`config.mk`:
```
export PLATFORM = sky130hd
export DESIGN_NAME = pll_reset_sequencer
export DESIGN_NICKNAME = d
export VERILOG_FILES = /design/src/rtl/pll_reset_sequencer.sv
export SDC_FILE = /design/constraint.sdc
export NUM_CORES = 1
export LEC_CHECK = 0
export BUFFER_PORTS_ARGS = -buffer_cell sky130_fd_sc_hd__buf_2
export CELL_PAD_IN_SITES_DETAIL_PLACEMENT = 1
export CELL_PAD_IN_SITES_GLOBAL_PLACEMENT = 1
export CORE_ASPECT_RATIO = 1.2
export CORE_MARGIN = 3
export CORE_UTILIZATION = 30
export DETAILED_ROUTE_END_ITERATION = 6
export GPL_TIMING_DRIVEN = 0
export MAX_ROUTING_LAYER = met4
export PLACE_DENSITY = 0.66
export SETUP_SLACK_MARGIN = 0.4
export SLEW_MARGIN = 20
export SYNTH_ARGS = -nofsm -noshare
export SYNTH_HDL_FRONTEND = slang
export SYNTH_SLANG_ARGS = --single-unit
```
`constraint.sdc`:
```
create_clock -name refclk -period 5.1 [get_ports refclk]
set_input_delay 0.765 -clock refclk [delete_from_list [all_inputs] [get_ports refclk]]
set_output_delay 0.765 -clock refclk [all_outputs]
set_load 0.01 [all_outputs]
```
`src/rtl/pll_reset_sequencer.sv`:
```
// pll_reset_sequencer: pulses the PLL reset, qualifies lock, then releases
// four downstream reset stages in order, one every STAGE_GAP cycles.
// Ports:
//   refclk      - free-running board reference clock
//   rst         - asynchronous active-high reset
//   locked      - PLL lock, asynchronous to refclk
//   pll_rst     - reset drive to the PLL
//   sync_locked - locked after a 2-flop synchronizer
//   rst_stage   - active-high stage resets, bit 0 released first
//   ready       - high only once all stages are released
//   retries     - saturating count of timeout-triggered PLL re-resets
module pll_reset_sequencer #(
  parameter int unsigned LOCK_CYCLES    = 1000,
  parameter int unsigned STAGE_GAP      = 16,
  parameter int unsigned TIMEOUT_CYCLES = 500000,
  parameter int unsigned PLL_RST_CYCLES = 50
) (
  input  logic       refclk,
  input  logic       rst,
  input  logic       locked,
  output logic       pll_rst,
  output logic       sync_locked,
  output logic [3:0] rst_stage,
  output logic       ready,
  output logic [7:0] retries
);

  localparam int unsigned CNT_W = 20;
  localparam logic [CNT_W-1:0] LOCK_LAST    = CNT_W'(LOCK_CYCLES - 1);
  localparam logic [CNT_W-1:0] GAP_LAST     = CNT_W'(STAGE_GAP - 1);
  localparam logic [CNT_W-1:0] TIMEOUT_LAST = CNT_W'(TIMEOUT_CYCLES - 1);
  localparam logic [CNT_W-1:0] PLLRST_LAST  = CNT_W'(PLL_RST_CYCLES - 1);

  typedef enum logic [2:0] {
    ST_PLLRST,
    ST_WAIT_LOCK,
    ST_STABLE,
    ST_RELEASE,
    ST_RUN
  } state_e;

  state_e           state_q;
  logic [CNT_W-1:0] cnt_q;
  logic             meta_q;
  logic             sync_q;
  logic             pll_rst_q;
  logic [3:0]       stage_q;
  logic             ready_q;
  logic [7:0]       retries_q;

  // Two-flop synchronizer for the asynchronous lock input.
  always_ff @(posedge refclk or posedge rst) begin
    if (rst) begin
      meta_q <= 1'b0;
      sync_q <= 1'b0;
    end else begin
      meta_q <= locked;
      sync_q <= meta_q;
    end
  end

  // Sequencer FSM; the counter restarts from 0 on every state change and
  // on every stage release inside RELEASE.
  always_ff @(posedge refclk or posedge rst) begin
    if (rst) begin
      state_q   <= ST_PLLRST;
      cnt_q     <= '0;
      pll_rst_q <= 1'b1;
      stage_q   <= 4'b1111;
      ready_q   <= 1'b0;
      retries_q <= 8'd0;
    end else begin
      cnt_q <= cnt_q + CNT_W'(1);
      case (state_q)
        ST_PLLRST: begin
          if (cnt_q == PLLRST_LAST) begin
            state_q   <= ST_WAIT_LOCK;
            cnt_q     <= '0;
            pll_rst_q <= 1'b0;
          end
        end
        ST_WAIT_LOCK: begin
          // Timeout wins over a lock seen in the same cycle.
          if (cnt_q == TIMEOUT_LAST) begin
            state_q   <= ST_PLLRST;
            cnt_q     <= '0;
            pll_rst_q <= 1'b1;
            if (retries_q != 8'hFF) begin
              retries_q <= retries_q + 8'd1;
            end
          end else if (sync_q) begin
            state_q <= ST_STABLE;
            cnt_q   <= '0;
          end
        end
        ST_STABLE: begin
          if (!sync_q) begin
            state_q <= ST_WAIT_LOCK;
            cnt_q   <= '0;
          end else if (cnt_q == LOCK_LAST) begin
            state_q <= ST_RELEASE;
            cnt_q   <= '0;
            stage_q <= 4'b1110;
          end
        end
        ST_RELEASE: begin
          if (!sync_q) begin
            state_q <= ST_WAIT_LOCK;
            cnt_q   <= '0;
            stage_q <= 4'b1111;
          end else if (cnt_q == GAP_LAST) begin
            cnt_q   <= '0;
            stage_q <= {stage_q[2:0], 1'b0};
            // Last stage releasing: ready rises together with it.
            if (stage_q == 4'b1000) begin
              state_q <= ST_RUN;
              ready_q <= 1'b1;
            end
          end
        end
        ST_RUN: begin
          cnt_q <= cnt_q;
          if (!sync_q) begin
            state_q <= ST_WAIT_LOCK;
            cnt_q   <= '0;
            stage_q <= 4'b1111;
            ready_q <= 1'b0;
          end
        end
        default: begin
          state_q   <= ST_PLLRST;
          cnt_q     <= '0;
          pll_rst_q <= 1'b1;
          stage_q   <= 4'b1111;
          ready_q   <= 1'b0;
        end
      endcase
    end
  end

  assign pll_rst     = pll_rst_q;
  assign sync_locked = sync_q;
  assign rst_stage   = stage_q;
  assign ready       = ready_q;
  assign retries     = retries_q;

endmodule

```
# After elaboration in Yosys (flattened, before gate mapping)
# Index checks and enable logic that the tools add are counted.
[op_classes] addsub=2 n_bitwise=3 reduce_logical=9 n_mux=33 eq_ne=22
[ops] operator="$mux W20" n=8
[ops] operator="$pmux W20 S5" n=1
[ops] operator="$mux W3" n=9
[ops] operator="$add A20 B1 Y20 const B" n=1
[ops] operator="$eq A20 B10 Y1 const B" n=1
[ops] operator="$eq A20 B19 Y1 const B" n=1
[ops] operator="$eq A20 B4 Y1 const B" n=1
[ops] operator="$eq A20 B6 Y1 const B" n=1
[ops] operator="$mux W4" n=5
[ops] operator="$ne A2 B2 Y1 const B" n=8
[ops] operator="$pmux W4 S4" n=1
[ops] operator="$pmux W3 S5" n=1
[ops] operator="$ne A3 B3 Y1 const B" n=4
[ops] operator="$reduce_and A5 Y1" n=2
[ops] operator="$add A8 B1 Y8 const B" n=1
[ops] operator="$ne A8 B8 Y1 const B" n=1
[ops] operator="$eq A3 B2 Y1 const B" n=2
[ops] operator="$mux W1" n=6
[ops] operator="$pmux W1 S3" n=2
[ops] operator="$reduce_and A3 Y1" n=2
[ops] operator="$reduce_and A6 Y1" n=1
[ops] operator="$reduce_or A3 Y1" n=2
[ops] operator="$eq A4 B4 Y1 const B" n=1
[ops] operator="$eq A3 B1 Y1 const B" n=1
[ops] operator="other kinds (4)" n=6
[totals] input_bits=3 reg_bits=39 out_inout_bits=15 wordCells=77

# Longest topological paths before layout
[logic_depth] depth_word=5 depth_mapped=10

# Least setup slack after synthesis
# Ideal clock, no wire load.
[synth_path] path_kind="flip-flop to flip-flop" start="register cnt_q[11]" end="register cnt_q[4]" path_slack_ns=2.278 t_arrival_ns=2.701 stages_incl_launch_ff=9 path_buffers=2 period_less_slack_ns=2.822 path_cell_list="dfrtp_1 -> or4_4 -> or4b_4 -> or4_4 -> a2bb2oi_4 -> nand2_2 -> buf_6 -> buf_6 -> a22o_1"
[synth_between] elab_chain_cells=4
[synth_rtl] item="start, declared" line="43" rtl="logic [CNT_W-1:0] cnt_q;"
[synth_rtl] item="start signal, assigned" line="73" rtl="cnt_q <= cnt_q + CNT_W'(1);"
[synth_rtl] item="start signal, assigned" line="122" rtl="cnt_q <= cnt_q;"
[synth_rtl] item="$eq A20 B4 Y1 / $eq A20 B10 Y1 (equally long branches)" line="111, 100"
[synth_rtl] item="$mux W20, on equally long branches" line="111, 100"
[synth_rtl] item="$mux W20, on equally long branches" line="107, 97"
[synth_rtl] item="$pmux W20 S5 (*)" line="74" rtl="case (state_q)"
# Every way passes the cells marked *; elsewhere a longest branch is shown, timed or not.
# A chain may end at the register's enable or synchronous reset.

# Worst setup path in the final report
[layout_path] start="register cnt_q[19]" end="register cnt_q[4]"
# Same word-level chain as after synthesis.

==> impl_metrics.env <==
export IMPL_finalSetupViolCount=0
export IMPL_hold_viol_final=0
export IMPL_drive_gt1_share_pct=19.5
export IMPL_drv_slew=0
export IMPL_die_w_um=83.0
export IMPL_gr_total_overflow=0
export IMPL_grt_max_degree=25
export IMPL_required_ps=5290
export IMPL_worstSkewPairLatency_ps=300
export IMPL_cts_path_max_buffers=2
export IMPL_synth_area_leaders="dfrtp_1 40%, dfstp_2 6.1%, a21oi_1 4.2%"
export IMPL_place_hpwl_um=3870
export IMPL_design_area_mm2=0.00246
export IMPL_die_area_mm2=0.00818
export IMPL_synth_top_area_share_pct=39.8
export IMPL_ctsResizeCount=0
export IMPL_max_vdd_ir_drop_v=0.0000914
export IMPL_synth_cell_types=48
export IMPL_pre_cts_ws_ps=1970
export IMPL_utilization_pct=35.7
export IMPL_numCtsBuffers=5
export IMPL_antenna_found_initial=0
export IMPL_synth_ff_type="dfrtp_1"
export IMPL_ys_seq_area_share_pct=46.0
export IMPL_fin_setup_tns_ps=0
export IMPL_routabilityCongestion=0.770
export IMPL_core_area_mm2=0.00690
export IMPL_drc=0
export IMPL_slowest_delay_ps=570
export IMPL_wl_per_cell_um=15.6
export IMPL_pin_count=18
export IMPL_grt_pass1_vias=1882
export IMPL_avgViaCountPerCell=5.39
export IMPL_yosysWarnings=0
export IMPL_grt_usage_pct=14.2
export IMPL_crit_path_end_kind="flip-flop"
export IMPL_max_slew_margin_pct=55.6
export IMPL_tightest_slew_ps=661
export IMPL_cp_start_kind="flip-flop"
export IMPL_synthArstFlopShare_pct=100
export IMPL_fmax_mhz=321
export IMPL_synth_cell_area_mm2=0.00214
export IMPL_crit_path_top_delay_cell="or4b_4"
export IMPL_rsz0062_at_grt="false"
export IMPL_post_route_period_util_pct=61.1
export IMPL_num_vias=1849
export IMPL_drt_wl_total_um=5360
export IMPL_worstPathArrival_ps=3310
export IMPL_status="finished, final reports clean"
export IMPL_maxCapViolCount=0
export IMPL_synth_edf_count=0
export IMPL_cts_setup_buffers=0
export IMPL_grt_pass1_wl_um=9180
export IMPL_synth_largest_area_cell="dfrtp_1"
export IMPL_crit_type="reg -> reg"
export IMPL_placed_cell_area_mm2=0.00235
export IMPL_h_tree_depth=2
export IMPL_power_leakage_nw=1.15
export IMPL_power_per_cell_area_mw_per_mm2=238
export IMPL_start_util_pct=31.0
export IMPL_clk_pin_slew_ps=90
export IMPL_crit_chain="or4_4 > or4b_4 > nor3_1 > a2bb2oi_4 > nand2_2 > buf_6 > buf_6 > a22o_1"
export IMPL_drtPass1Iterations=4
export IMPL_cts_tree="yes"
export IMPL_path_max_fanout=10
export IMPL_synth_seq_cells=39
export IMPL_fin_skew_ps=8.35
export IMPL_area_delta_synth_final_pct=15.3
export IMPL_nets=261
export IMPL_port_buffers=17
export IMPL_syn_area_per_cell_um2=9.29
export IMPL_die_y_um=98.5
export IMPL_cts_root_buf="clkbuf_8"
export IMPL_setup_slack_ps=1980
export IMPL_row_count=33
export IMPL_min_period_ps=3120
export IMPL_timing_hold_ws_ps=346
export IMPL_synth_cells=230
export IMPL_route_antenna_remaining_nets=0
export IMPL_cts_hold_buf=0
export IMPL_drtIter0Drc=84
export IMPL_synth_fp_nets=236
export IMPL_n_antenna_cell=0
export IMPL_min_path_type="reg -> reg"
export IMPL_crit_path_frequent_cell="buf_6"
export IMPL_cts_sinks=39
==> area by class of cell <==
type                       instances  area (um2)
timing repair buffer              18         105
fill                             808        4430
inverter                          10        37.5
tap                               87         109
sequential                        39         982
clock inverter                     3        43.8
clock buffer                       5        68.8
multi-input combinational        174        1070
buffer                             7        48.8
==> sequential cells by signal, summed over array words and instances, names as in the netlist <==
| signal | flops |
|---|---|
| rst_stage | 4 |
| cnt_q | 20 |
| meta_q | 1 |
| retries | 8 |
| sync_locked | 1 |
| state_q | 3 |
| ready | 1 |
| pll_rst | 1 |
==> path summary, 6_finish.rpt <==
path,start,endpoint,slack [ps],cells past startpoint
max,cnt_q[19],cnt_q[4],1980,8
min reg2reg,meta_q,sync_locked,350,0
min,meta_q,sync_locked,350,0
max in group asynchronous,rst,cnt_q[10],4220,3
max reg2reg,cnt_q[19],cnt_q[4],1980,8
min in group asynchronous,rst,sync_locked,430,2
==> layout by cell type (no fill, tap or decap), types with 4 or more instances in the layout <==
| cell type | count |
|---|---|
| xnor2_1 | 5 |
| and3_1 | 10 |
| nand3_1 | 14 |
| dfstp_2 | 5 |
| a21oi_1 | 18 |
| a31oi_1 | 8 |
| clkbuf_8 | 5 |
| buf_2 | 17 |
| nor2_1 | 22 |
| nand2_1 | 21 |
| or2_2 | 4 |
| nor3_1 | 8 |
| o21ai_0 | 12 |
| inv_1 | 9 |
| or3_1 | 6 |
| clkbuf_1 | 4 |
| dfrtp_1 | 34 |
==> kinds of logic (layout without fill, tap and decap cells) <==
logic type	after synthesis	count (layout)	share of synthesized area (%)
flip-flops	39	39	46.0
adder cells (fa/ha/maj)	3	3	1.76
AND/OR/NAND/NOR	105	105	26.6
buffers and inverters	17	43	4.04
multiplexers	5	5	2.46
AO/OA/AOI/OAI	54	54	16.3
XOR/XNOR	7	7	2.87
==> layer usage <==
layer | global-route usage (%) | vias to the layer above | part of all wire [%]
met5 | - | - | 0
met4 | 4.65 | 0 | 1.5
met3 | 2.26 | 7 | 2.4
met2 | 23.7 | 20 | 50
met1 | 17.5 | 931 | 46
li1 | - | 891 | -
==> report_power, final <==
part | switching (mW) | total [mW] | internal, mW
sequential | 0.000317 | 0.310 | 0.310
combinational | 0.00849 | 0.0114 | 0.00295
clock | 0.120 | 0.265 | 0.146
==> critical path: cells and delay by family, from the launching register on <==
kind / cells / cell delay, ps
AOI/OAI and AO/OA: 2 / 440
DFF: 1 / 420
and+or+nand+nor: 4 / 1830
buffers and inverters: 2 / 320
==> per-stage QoR <==
step	cells	power, mW
global placement	334	0.326
detailed placement	335	0.329
global route	343	0.613
CTS	343	0.596
finish	343	0.587
floorplan	230	0.322
==> Yosys cell counts, types with 2 or more instances <==
master and n:
buf_6 3, nand2_1 21, a211o_1 2, or2_2 4
dfstp_2 5, a21oi_1 18, dfrtp_1 34, a31oi_1 8
nand4_1 3, nor3_1 8, o211ai_1 2, and3_1 10
nor2_1 22, nand3_1 14, or3_1 6, mux2_2 2
xnor2_1 5, nor4_1 3, o21ai_0 12, nand3b_1 2
mux2i_1 3, xor2_1 2, or4_4 2, clkbuf_1 4
inv_1 10, ha_1 3
(Power assumes the default switching activity.)
